--- src/rtl/bitstream_reader_if.sv ---
// bitstream_reader_if: word input, consume/align requests
// and the bit window presented back to the parser.
interface bitstream_reader_if;
  logic        ivalid;
  logic [31:0] idata;
  logic        iready;
  logic        consume;
  logic [5:0]  consume_len;
  logic        align;
  logic [31:0] window;
  logic [6:0]  avail;
  logic [2:0]  bitpos;
  logic        err;

  modport master (
    output ivalid,
    output idata,
    output consume,
    output consume_len,
    output align,
    input  iready,
    input  window,
    input  avail,
    input  bitpos,
    input  err
  );

  modport slave (
    input  ivalid,
    input  idata,
    input  consume,
    input  consume_len,
    input  align,
    output iready,
    output window,
    output avail,
    output bitpos,
    output err
  );
endinterface

--- src/rtl/bitstream_reader.sv ---
// bitstream_reader: unpacks 32-bit words into a left-justified
// 64-bit bit buffer consumed 0..32 bits/cycle by the parser.
module bitstream_reader #(
  parameter bit ERR_FATAL = 1'b0
) (
  input  logic              clk,
  input  logic              rst,
  bitstream_reader_if.slave bs
);

  logic [63:0] buf_q, buf_d;
  logic [6:0]  avail_q, avail_d;
  logic [2:0]  bitpos_q, bitpos_d;
  logic        err_q, err_d;
  logic        iready_q;

  logic        accept;
  logic        bad_len;
  logic        bad_align;
  logic        illegal;
  logic [2:0]  k;
  logic [5:0]  rem;
  logic [6:0]  avail_r;
  logic [63:0] buf_r;
  logic [63:0] ins;

  assign bs.window = buf_q[63:32];
  assign bs.avail  = avail_q;
  assign bs.bitpos = bitpos_q;
  assign bs.err    = err_q;
  assign bs.iready = iready_q;

  // Classify this cycle's request and form the next buffer.
  always_comb begin
    accept    = bs.ivalid && iready_q;
    k         = 3'd0 - bitpos_q;
    bad_len   = (bs.consume_len > 6'd32) ||
                ({1'b0, bs.consume_len} > avail_q);
    bad_align = {4'b0, k} > avail_q;
    illegal   = (bs.consume && bs.align) ||
                (bs.consume && bad_len) ||
                (bs.align && bad_align);
    rem       = 6'd0;
    bitpos_d  = bitpos_q;
    if (!illegal) begin
      if (bs.consume) begin
        rem      = bs.consume_len;
        bitpos_d = bitpos_q + bs.consume_len[2:0];
      end else if (bs.align) begin
        rem      = {3'b0, k};
        bitpos_d = 3'd0;
      end
    end
    buf_r   = buf_q << rem;
    avail_r = avail_q - {1'b0, rem};
    ins     = {bs.idata, 32'b0} >> avail_r;
    buf_d   = buf_r;
    avail_d = avail_r;
    if (accept) begin
      buf_d   = buf_r | ins;
      avail_d = avail_r + 7'd32;
    end
    err_d = err_q || illegal;
  end

  // Buffer, counters, sticky error and registered iready.
  always_ff @(posedge clk) begin
    if (rst) begin
      buf_q    <= '0;
      avail_q  <= '0;
      bitpos_q <= '0;
      err_q    <= 1'b0;
      iready_q <= 1'b1;
    end else begin
      buf_q    <= buf_d;
      avail_q  <= avail_d;
      bitpos_q <= bitpos_d;
      err_q    <= err_d;
      iready_q <= avail_d <= 7'd32;
    end
  end

  // Optional hard stop in simulation on a protocol error.
  if (ERR_FATAL) begin : g_fatal
    always_ff @(posedge clk) begin
      if (!rst && illegal)
        $fatal(1, "bitstream_reader: protocol error");
    end
  end

endmodule

--- src/flat_wrapper.sv ---
// flat-port wrapper written by rule: the top's interface ports become plain ports
module bitstream_reader_flat 
#(
  parameter bit ERR_FATAL = 1'b0
)
  (clk, rst, bs_ivalid, bs_idata, bs_consume, bs_consume_len, bs_align, bs_iready, bs_window, bs_avail, bs_bitpos, bs_err);
  bitstream_reader_if bs_i ();
  input  logic clk;
  input  logic rst;
  input wire logic [$bits(bs_i.ivalid)-1:0] bs_ivalid;
  input wire logic [$bits(bs_i.idata)-1:0] bs_idata;
  input wire logic [$bits(bs_i.consume)-1:0] bs_consume;
  input wire logic [$bits(bs_i.consume_len)-1:0] bs_consume_len;
  input wire logic [$bits(bs_i.align)-1:0] bs_align;
  output wire logic [$bits(bs_i.iready)-1:0] bs_iready;
  output wire logic [$bits(bs_i.window)-1:0] bs_window;
  output wire logic [$bits(bs_i.avail)-1:0] bs_avail;
  output wire logic [$bits(bs_i.bitpos)-1:0] bs_bitpos;
  output wire logic [$bits(bs_i.err)-1:0] bs_err;
  assign bs_i.ivalid = bs_ivalid;
  assign bs_i.idata = bs_idata;
  assign bs_i.consume = bs_consume;
  assign bs_i.consume_len = bs_consume_len;
  assign bs_i.align = bs_align;
  assign bs_iready = bs_i.iready;
  assign bs_window = bs_i.window;
  assign bs_avail = bs_i.avail;
  assign bs_bitpos = bs_i.bitpos;
  assign bs_err = bs_i.err;
  bitstream_reader #(.ERR_FATAL(ERR_FATAL)) u_core (.clk(clk), .rst(rst), .bs(bs_i));
endmodule
--- config.mk ---
export PLATFORM = sky130hd
export DESIGN_NAME = bitstream_reader_flat
export DESIGN_NICKNAME = d
export VERILOG_FILES = /design/src/rtl/bitstream_reader_if.sv /design/src/rtl/bitstream_reader.sv /design/src/flat_wrapper.sv
export SDC_FILE = /design/constraint.sdc
export NUM_CORES = 1
export LEC_CHECK = 0
export CAP_MARGIN = 5
export CORE_UTILIZATION = 52
export DETAILED_ROUTE_END_ITERATION = 10
export GPL_TIMING_DRIVEN = 0
export PLACE_DENSITY = 0.73
export SLEW_MARGIN = 20
export SYNTH_ARGS = -nofsm -noshare
export SYNTH_HDL_FRONTEND = slang
export SYNTH_SLANG_ARGS = --single-unit
--- constraint.sdc ---
create_clock -name clk -period 8.7 [get_ports clk]
set_clock_uncertainty 0.05 [all_clocks]
set_input_delay 1.74 -clock clk [delete_from_list [all_inputs] [get_ports clk]]
set_output_delay 1.74 -clock clk [all_outputs]
set_load 0.05 [all_outputs]
# Yosys cells after proc, flatten, opt, wreduce, memory -nomap -nowiden
# Index checks and enable logic that the tools add are counted.
word_totals:
  ff_bits: 76
  input_bits: 43
op_classes:
  n_addsub: 4
  shifts: 2
  reduce_logical: 10
  n_lt_le_gt_ge: 4
  muxes: 7
  bitwise_logic: 2
ops:
  columns: ["cell", "n"]
  rows:
  - ["64-bit 2-to-1 mux", 1]
  - ["64-bit bitwise OR", 1]
  - ["64-bit by 6-bit left shift with 64-bit output", 1]
  - ["64-bit by 7-bit >> shifter with 64-bit output", 1]
  - ["6-bit 2-to-1 mux", 2]
  - ["3-bit 2-to-1 mux", 3]
  - ["7-bit by 6-bit adder with 7-bit output (second input constant)", 1]
  - ["3-bit by 7-bit greater-than comparator with 1-bit output", 1]
  - ["6-bit by 7-bit greater-than comparator with 1-bit output", 1]
  - ["7-bit by 6-bit less-or-equal comparator with 1-bit output (second input constant)", 1]
  - ["7-bit 2-to-1 mux", 1]
  - ["7-bit by 6-bit subtractor with 7-bit output", 1]
  - ["6-bit greater-than comparator (second input constant)", 1]
  - ["1-bit logical AND", 4]
  - ["1-bit logical OR", 4]
  - ["3-bit adder", 1]
  - ["1-bit by 3-bit subtractor with 3-bit output (first input constant)", 1]
  - ["2-bit AND reduction", 1]
  - ["2-bit nonzero test", 1]
  - ["1-bit NOT", 1]

# Depth between registers and ports, before layout
depth:
  depth_word: 10
  mapped_depth: 26

# Least setup slack after synthesis
# No wires, ideal clock.
synth_timing:
  path_type: "input to register"
  start: "in bs_consume_len[4]"
  end: "reg u_core.buf_q[37]"
  setup_ps: 95
  cell_stages: 20
  path_buffers: 6
  arrival_time_ps: 6065
  slack_ps: 2490
  path_cell_list: "ha_1 > a211oi_1 > nor3_1 > o21a_4 > nor3_4 > buf_4 > buf_4 > buf_4 > ha_1 > fa_1 > xor2_1 > buf_2 > buf_1 > clkbuf_1 > nand2_1 > nand2_1 > nand2_1 > mux2i_1 > a21oi_1 > a221oi_1"
synth_via:
  elab_chain_cells: 10
  elab_cells_between_ends: 13
synth_lines:
  columns: ["item", "line", "source"]
  rows:
  - ["start: declaration", "flat_wrapper.sv:13", "input wire logic [$bits(bs_i.consume_len)-1:0] bs_consume_len;"]
  - ["6-bit by 7-bit greater-than comparator with 1-bit output or 6-bit greater-than comparator (tied branches)", "bitstream_reader.sv:38, bitstream_reader.sv:37", null]
  - ["1-bit logical OR", "bitstream_reader.sv:37", "bad_len = (bs.consume_len > 6'd32) ||"]
  - ["1-bit logical AND", "bitstream_reader.sv:41", "(bs.consume && bad_len) ||"]
  - ["1-bit logical OR", "bitstream_reader.sv:40", "illegal = (bs.consume && bs.align) ||"]
  - ["1-bit logical OR", "bitstream_reader.sv:41", null]
  - ["6-bit 2-to-1 mux (*)", "bitstream_reader.sv:45", "if (!illegal) begin"]
  - ["7-bit by 6-bit subtractor with 7-bit output", "bitstream_reader.sv:55", "avail_r = avail_q - {1'b0, rem};"]
  - ["64-bit by 7-bit >> shifter with 64-bit output", "bitstream_reader.sv:56", "ins = {bs.idata, 32'b0} >> avail_r;"]
  - ["64-bit bitwise OR", "bitstream_reader.sv:60", "buf_d = buf_r | ins;"]
  - ["64-bit 2-to-1 mux (*)", "bitstream_reader.sv:59", "if (accept) begin"]
  - ["end signal: assignment", "bitstream_reader.sv:75", "buf_q <= buf_d;"]
  - ["end: declaration", "bitstream_reader.sv:11", "logic [63:0] buf_q, buf_d;"]
# Every way passes the cells marked *; elsewhere a longest branch is shown, timed or not.
# A chain may end at the register's enable or synchronous reset.

# Worst setup path after layout
layout_timing:
  start: "in bs_consume_len[2]"
  end: "reg u_core.buf_q[34]"
# Same word-level chain as after synthesis.

==> flow_summary.yaml <==
outcome:
  status: "complete, but fails checks"
  violations: "design-rule violations"
logic_synthesis:
  ys_async_sr_fraction_pct: 0
  netlist_area_um2: 9150
  synthesis.nets: 1249
  ys_ff_latch: 76
  yosysSeqAreaShare_pct: 16.6
  synth_flop_cell: "dfxtp_1"
  syn_inst: 1187
  syn_avg_cell_area_um2: 7.71
  synth-edff-count: 0
  ys_warn_count: 0
  synth.distinct_cells: 76
cts:
  cts_sinks: 76
  clock_latency_ns: 0.37
  tritoncts: "built"
  holdBufCountCts: 0
  clk_pin_slew_worst_paths_ns: 0.07
  cts_buffers: 9
  cts_setup_buffers: 0
  cts_buffer_depth: 2
  htree_levels: 3
  clockRootBuffer: "clkbuf_16"
timing:
  period_needed_ns: 8.50
  relSlewSlack_pct: 28.8
  worst_pin_slew_ns: 1.06
  finalHoldViolations: 0
  setup_slack_ns: 0.201
  slew_violations: 0
  period_share_pct: 97.7
  grt_setup_unrepaired: "no"
  fmax_ghz: 0.118
  setup_viol: 0
place:
  gp_congestion: 1.07
  io_buffers: 86
  dp.cells: 1498
  place_ws_ns: -0.0345
  dp.final_hpwl_mm: 36.4
detailed_routing:
  wirelength_mm: 45.1
  avgViaCountPerCell: 7.17
  post-route-drc-count: 2
  ant_nets: 0
  vias: 10900
  first_pass_iters: 10
  routedWlPerCell_um: 29.8
  drt_iter0_drc: 1751
final_layout:
  final_cell_mix: "220 x mux2i_1, 154 x nand2_1, 97 x nor2_1"
  stdcell_count: 1515
  nets: 1346
  drive_gt1_share_pct: 11.1
  layout_commonest_cell: "mux2i_1"
  area_delta_synth_final_pct: 15.9
setup_path:
  crit_top_cell: "buf_2"
  cpPeakStageDelay_ns: 0.60
  crit_family: "buffers and inverters"
  critPathKind: "input pin to flop"
  worstPathCellList: "clkdlybuf4s50_1 -> ha_1 -> a21oi_1 -> a21boi_4 -> o31ai_4 -> a32oi_1 -> nor2_1 -> buf_2 -> buf_2 -> buf_2 -> fa_1 -> xor2_1 -> buf_2 -> buf_1 -> clkbuf_2 -> a21oi_1 -> nand2_1 -> o21ai_0 -> o21ai_0 -> a22oi_1 -> a21oi_1"
  crit_slowest_cell: "clkdlybuf4s50_1"
  worst-r2r-setup-slack_ns: 1.55
  cp_max_fo: 10
  cp.required_ns: 8.90
  arrival_ns: 8.70
  cp.buffers_inverters: 7
  endpoint_kind: "flop"
  critPathLaunchType: "input pin"
die:
  rows: 48
  die_y_um: 135
  die_area_um2: 18100
  die_w_um: 135
  initial_core_util_pct: 53.1
  core-area_um2: 17200
  pin_count: 87
global_routing:
  track_usage_pct: 49.6
  grt_pass1_wl_mm: 65.5
  grt.overflow.total: 0
  grt_pass1_vias: 10200
  grt_max_degree: 16
  antenna_found_initial: 4
min_path:
  hold_path.class: "flop to flop"
job:
  drv_cap: 0
power:
  ir_drop_mv: 0.208
  powerDensity_nw_per_um2: 403
  p_leak_nw: 4.49
logic make-up (layout without fill, tap and decap cells):
kind of cell	count (synthesis)	after routing	synth area share [%]
fa+ha+maj	19	19	2.76
mux	258	258	30.4
simple gates	359	359	17.3
buf+inv	150	252	8.69
xor+xnor	10	10	0.957
flops	76	76	16.6
other cells	0	1	0
compound gates	315	315	23.2
worst reg2reg max path, cell delays in order, from the launching register on:
cell and delay (ns):
dfxtp_1 0.46, inv_1 0.12, ha_1 0.35, ha_1 0.30, nor2b_1 0.13, o21a_1 0.17, o21a_1 0.16, buf_2 0.18
nor2_1 0.36, buf_2 0.34, buf_2 0.34, buf_2 0.41, fa_1 0.33, xor2_1 0.44, buf_2 0.34, buf_1 0.50
clkbuf_2 0.38, a21oi_1 0.26, nand2_1 0.13, o21ai_0 0.29, o21ai_0 0.52, a22oi_1 0.14, a21oi_1 0.34
power breakdown:
part	internal [mW]	leakage (nW)	switching [mW]
combinational	1.02	3.72	2.22
sequential	0.485	0.619	0.130
clock	0.227	0.145	0.182
total	1.74	4.49	2.54
synth_stat cells (24+ instances only):
cell      number  share of area [%]
nor3_1        24                1.3
a211oi_1      29                2.4
a22oi_1       26                2.1
dfxtp_1       76                 17
mux2i_1      221                 24
clkbuf_1      53                2.2
o21ai_0       51                2.8
nand2_1      154                6.3
buf_4         40                3.3
nor2_1        97                4.0
nand3_1       26                1.4
a21oi_1       83                4.5
path summary, 6_finish.rpt:
kind | cells after the start | to | startpoint
worst max-delay path | 21 | u_core.buf_q[34]$_SDFF_PP0_ | bs_consume_len[2]
worst min-delay path | 2 | u_core.bs.err$_SDFF_PP0_ | u_core.bs.err$_SDFF_PP0_
worst max register to register | 22 | u_core.buf_q[34]$_SDFF_PP0_ | u_core.bs.bitpos[0]$_SDFFE_PP0P_
worst min register to register | 2 | u_core.bs.err$_SDFF_PP0_ | u_core.bs.err$_SDFF_PP0_
metrics by stage:
step | utilization [%] | cell area (um^2) | setup TNS [ns] | hold WS, ns | total power [mW]
floorplan | - | 9150 | 0 | 0.614 | 2.62
global placement | 59.7 | 10300 | 0 | 0.391 | 3.65
detailed placement | 59.7 | 10300 | -0.0345 | 0.411 | 3.66
CTS | 61.5 | 10600 | 0 | 0.422 | 4.07
global route | 61.5 | 10600 | 0 | 0.453 | 4.39
finish | 61.6 | 10600 | 0 | 0.419 | 4.27
sequential cells by signal, indices dropped and copies added (netlist names):
register          cells
u_core.buf_q         64
u_core.bs.avail       7
u_core.bs.bitpos      3
u_core.bs.err         1
u_core.bs.iready      1
layout make-up:
cell class	count	area, um^2
clock buffer	9	225
multi-input combinational	961	6840
buffer	129	713
fill	1580	6630
sequential	76	1520
tap	225	282
timing repair buffer	86	861
inverter	21	83.8
antenna	1	2.50
clock inverter	7	82.6
what timing repair did:
action                                  CTS  global route
gates resized for setup                   0             4
endpoints found under the hold margin     0             0
endpoints found under the setup margin    0             6
layer usage:
metal	vias up	share of wire [%]	GRT usage, %
met5	-	0.062	0
met4	4	6.9	30.7
met3	241	13	16.0
met2	941	43	75.8
met1	5084	37	60.4
li1	4598	-	-
(Power assumes the default switching activity.)
